==> src/rtl/systolic_row_skewer.sv <==
// Input skew stage for the systolic array: one vector per beat in, lane i delayed
// i+1 cycles so the west edge sees a diagonal wavefront; tracks tile end and beat count.

module systolic_row_skewer_lane #(
  parameter int DEPTH = 1,
  parameter int DW    = 8
) (
  input  logic          clk,
  input  logic          rst,
  input  logic          en,
  input  logic [DW-1:0] data,
  output logic          en_q,
  output logic [DW-1:0] data_q
);
  logic [DEPTH-1:0]         en_pipe;
  logic [DEPTH-1:0][DW-1:0] data_pipe;

  // Bubbles enter as zero data so row_data is 0 whenever row_en is 0.
  always_ff @(posedge clk or posedge rst) begin
    if (rst) begin
      en_pipe   <= '0;
      data_pipe <= '0;
    end else begin
      en_pipe[0]   <= en;
      data_pipe[0] <= en ? data : '0;
      for (int k = 1; k < DEPTH; k++) begin
        en_pipe[k]   <= en_pipe[k-1];
        data_pipe[k] <= data_pipe[k-1];
      end
    end
  end

  assign en_q   = en_pipe[DEPTH-1];
  assign data_q = data_pipe[DEPTH-1];
endmodule

module systolic_row_skewer #(
  parameter int ROWS       = 4,
  parameter int DATA_WIDTH = 8,
  parameter int CNT_WIDTH  = 16
) (
  input  logic                       clk,
  input  logic                       rst,
  input  logic                       in_valid,
  output logic                       in_ready,
  input  logic [ROWS*DATA_WIDTH-1:0] in_data,
  input  logic                       in_last,
  output logic [ROWS*DATA_WIDTH-1:0] row_data,
  output logic [ROWS-1:0]            row_en,
  output logic                       tile_done,
  output logic [CNT_WIDTH-1:0]       beat_count,
  output logic                       busy
);
  typedef enum logic [1:0] {IDLE, STREAM, FLUSH} state_t;
  localparam int DRW = (ROWS > 1) ? $clog2(ROWS) : 1;

  state_t         state_q, state_d;
  logic [DRW-1:0] drain_q, drain_d;
  logic           accept;

  assign accept = in_valid & in_ready;

  for (genvar i = 0; i < ROWS; i++) begin : g_lane
    systolic_row_skewer_lane #(.DEPTH(i + 1), .DW(DATA_WIDTH)) u_lane (
      .clk    (clk),
      .rst    (rst),
      .en     (accept),
      .data   (in_data[i*DATA_WIDTH +: DATA_WIDTH]),
      .en_q   (row_en[i]),
      .data_q (row_data[i*DATA_WIDTH +: DATA_WIDTH])
    );
  end

  always_ff @(posedge clk or posedge rst) begin
    if (rst) begin
      state_q <= IDLE;
      drain_q <= '0;
    end else begin
      state_q <= state_d;
      drain_q <= drain_d;
    end
  end

  // Drain count reaches 0 exactly when the last beat sits on lane ROWS-1.
  always_comb begin
    state_d = state_q;
    drain_d = drain_q;
    case (state_q)
      IDLE, STREAM: begin
        if (accept) begin
          if (in_last) begin
            state_d = FLUSH;
            drain_d = DRW'(ROWS - 1);
          end else begin
            state_d = STREAM;
          end
        end
      end
      FLUSH: begin
        if (drain_q == '0) state_d = IDLE;
        else               drain_d = drain_q - DRW'(1);
      end
      default: state_d = IDLE;
    endcase
  end

  assign in_ready  = (state_q != FLUSH);
  assign busy      = (state_q != IDLE);
  assign tile_done = (state_q == FLUSH) && (drain_q == '0);

  always_ff @(posedge clk or posedge rst) begin
    if (rst) begin
      beat_count <= '0;
    end else if (accept) begin
      if (state_q == IDLE)       beat_count <= CNT_WIDTH'(1);
      else if (beat_count != '1) beat_count <= beat_count + CNT_WIDTH'(1);
    end
  end
endmodule

==> config.mk <==
export PLATFORM = sky130hd
export DESIGN_NAME = systolic_row_skewer
export DESIGN_NICKNAME = d
export VERILOG_FILES = /design/src/rtl/systolic_row_skewer.sv
export SDC_FILE = /design/constraint.sdc
export NUM_CORES = 1
export LEC_CHECK = 0
export ABC_AREA = 1
export CORE_MARGIN = 3
export CORE_UTILIZATION = 43
export CTS_BUF_LIST = sky130_fd_sc_hd__clkbuf_8
export DETAILED_ROUTE_END_ITERATION = 10
export GPL_TIMING_DRIVEN = 0
export PLACE_DENSITY = 0.71
export SLEW_MARGIN = 5
export SYNTH_ARGS = -nofsm -noshare
export SYNTH_HDL_FRONTEND = slang
export SYNTH_HIERARCHICAL = 1
export SYNTH_SLANG_ARGS = --single-unit
==> constraint.sdc <==
create_clock -name clk -period 1.95 [get_ports clk]
set_input_delay 0.2925 -clock clk [delete_from_list [all_inputs] [get_ports clk]]
set_output_delay 0.2925 -clock clk [all_outputs]
set_load 0.01 [all_outputs]
==> results.yml <==
drt:
  drc_errors: 0
  wl_um: 7070
  wl_per_cell_um: 12.3
  vias_per_cell: 4.38
  dr.pass1.iters: 4
  vias: 2522
  postRouteAntennaNets: 0
  drtIter0Drc: 68
final_layout:
  diodes: 0
  n_fill_cell: 737
  register_area_sq_mm: 0.00275
  fin_nets: 501
  multi_input_area_sq_um: 821
  drive_gt1_share_pct: 15.6
  areaGrowthSynthToFinish_pct: 30.5
clock_tree:
  cts_tree: "done"
  cts.sinks: 110
  cts_root_buf: "clkbuf_8"
  ctsLongestPathBuffers: 2
  cts_resized: 1
  clock_latency_ns: 0.36
  ctsHoldBuffers: 0
  cts_buffers: 9
  post-cts-setup-buffers: 0
  htreeDepth: 3
  clk_pin_slew_ns: 0.11
synth:
  synth_warnings: 6
  syn_inst: 362
  synth_area_sq_mm: 0.00402
  synth_async_sr_flop_share_pct: 100
  ys_ff_latch: 110
  synth_cell_types: 28
  syn_nets: 400
  synth_edf_count: 0
  syn_area_per_cell_sq_um: 11.1
  synthFlopType: "dfrtp_1"
  synth_seq_area_share_pct: 68.5
worst_setup_path:
  r2r_start: "beat_count[0]"
  cp_data_required_time_ns: 1.66
  critPathLaunchType: "flop"
  cp_max_fo: 6
  worst-setup-path-type: "reg -> out"
  endpoint_kind: "output pin"
  arrival_ns: 1.56
  critPathLaunch: "state_q[1]"
  reg2reg_slack_ns: 0.25
grt:
  grt_max_degree: 37
  grt_pass1_wl_um: 11400
  grt_remaining_overflow: 0
  grt.total_usage_pct: 14.1
  grt_pass1_vias: 2427
  antenna_found_initial: 0
timing:
  hold_violations: 0
  setup_viol: 0
  min_period_ns: 1.85
  fin_skew_ns: 0.0192
  rsz0062_at_grt: "no"
  period_share_pct: 95.0
  slew_viol_final: 0
  relSlewSlack_pct: 37.0
  max_freq_mhz: 540
  worst_hold_slack_ns: 0.346
  worst_pin_slew_ns: 0.944
place:
  portBuffers: 90
  place_congestion: 0.913
  dpl.hpwl_um: 5140
floorplanning:
  dieArea_sq_mm: 0.0105
  die_w_um: 103
  coreArea_sq_mm: 0.00889
  rows: 34
  io_pins: 91
  start_util_pct: 45.2
  die_h_um: 103
power_and_ir_drop:
  totalPowerFinal_mw: 5.24
  p_leak_nw: 2.71
  power_density_mw_per_mm2: 1000
  ir_drop_mv: 0.506
min_path:
  min_path_type: "reg -> reg"
  min_from: "g_lane[1].u_lane/data_pipe[4]"
run_status:
  outcome: "completed"
run:
  drv_cap: 0
[cell usage after synthesis, types with 2 or more instances]
master      n  area share [%]
buf_2       4            0.50
buf_4      24             4.5
dfrtp_1   110              69
ha_1        2            0.62
inv_1      53             5.0
inv_2       4            0.37
nand2_1    92             8.6
nand2_2     3            0.47
nand2_4     2            0.56
nand3_1    11             1.4
nand4_1     6            0.93
nor2_1     15             1.4
nor2_2      2            0.31
nor2_4      2            0.56
nor3_1      2            0.25
o21ai_0     3            0.37
o21ai_2    12             2.6
o21bai_1    2            0.37
xor2_1      4            0.87
[metrics by stage]
stage	util (%)	instances	setup WS (ns)	instance area [sq um]	TNS (ns)
CTS	59.0	576	0.0762	5240	0
global route	59.0	576	0.0145	5240	0
global placement	56.8	560	0.0284	5050	0
floorplan	-	362	0.487	4020	0
detailed placement	56.8	560	-0.00242	5050	-0.0613
finish	59.0	576	0.0982	5240	0
[worst max-delay path, stage by stage, from the launching register on]
cell and delay (ns):
dfrtp_1 0.42, inv_2 0.06, nand2_2 0.15, clkdlybuf4s50_1 0.57
[flip-flops by register name (all words and copies together) (netlist names)]
name / flops
g_lane.u_lane/data_q: 32
state_q: 2
drain_q: 2
g_lane.u_lane/en_q: 1
beat_count: 16
g_lane.u_lane/data_pipe: 48
g_lane.u_lane/en_pipe: 9
[where the power goes]
part	leakage, nW	internal, mW	switching (mW)	total (mW)
Sequential	1.44	2.64	0.135	2.77
Combinational	1.17	0.597	0.586	1.18
Clock	0.101	0.497	0.790	1.29
Total	2.71	3.73	1.51	5.24
[cells by family after synthesis]
| family | synth area share, % |
|---|---|
| compound gates | 3.89 |
| buf+inv | 11.1 |
| simple gates | 15.0 |
| fa+ha+maj | 0.623 |
| xor+xnor | 0.872 |
| flops | 68.5 |
[per-layer routing]
| metal | vias to the layer above | GRT usage, % | part of all wire, % |
|---|---|---|---|
| met5 | - | 0 | 0 |
| met4 | 0 | 4.74 | 0.68 |
| met3 | 6 | 3.92 | 5.7 |
| met2 | 69 | 21.8 | 48 |
| met1 | 1181 | 19.4 | 46 |
| li1 | 1266 | - | - |
[area by class of cell]
type | instances | share of cell area, %
Buffer | 30 | 4.32
Clock buffer | 9 | 2.36
Clock inverter | 7 | 1.26
Inverter | 58 | 4.15
Multi-Input combinational cell | 164 | 15.7
Sequential cell | 110 | 52.5
Tap cell | 108 | 2.58
Timing Repair Buffer | 90 | 17.2
[layout by cell type (no fill, tap or decap), drive strengths merged]
cell and count:
dfrtp 110, clkdlybuf4s50 89, nand3b 1, o21bai 2
or2 1, nand2 97, o21ai 16, clkbuf 9
buf 30, xor2 4, dlygate4sd2 1, clkinv 3
nand4 6, a41oi 1, a211oi 1, inv 62
ha 2, nor2 19, nand3 12, nor3 2
[worst paths after layout]
kind,to,depth (start not counted)
worst max-delay path,busy,3
worst min-delay path,g_lane[1].u_lane/data_q[4],0
worst max register to register,beat_count[15],8
worst min register to register,g_lane[1].u_lane/data_q[4],0
max in group asynchronous,g_lane[2].u_lane/en_pipe[2],2
min in group asynchronous,g_lane[0].u_lane/data_q[7],2
(Power assumes the default switching activity.)
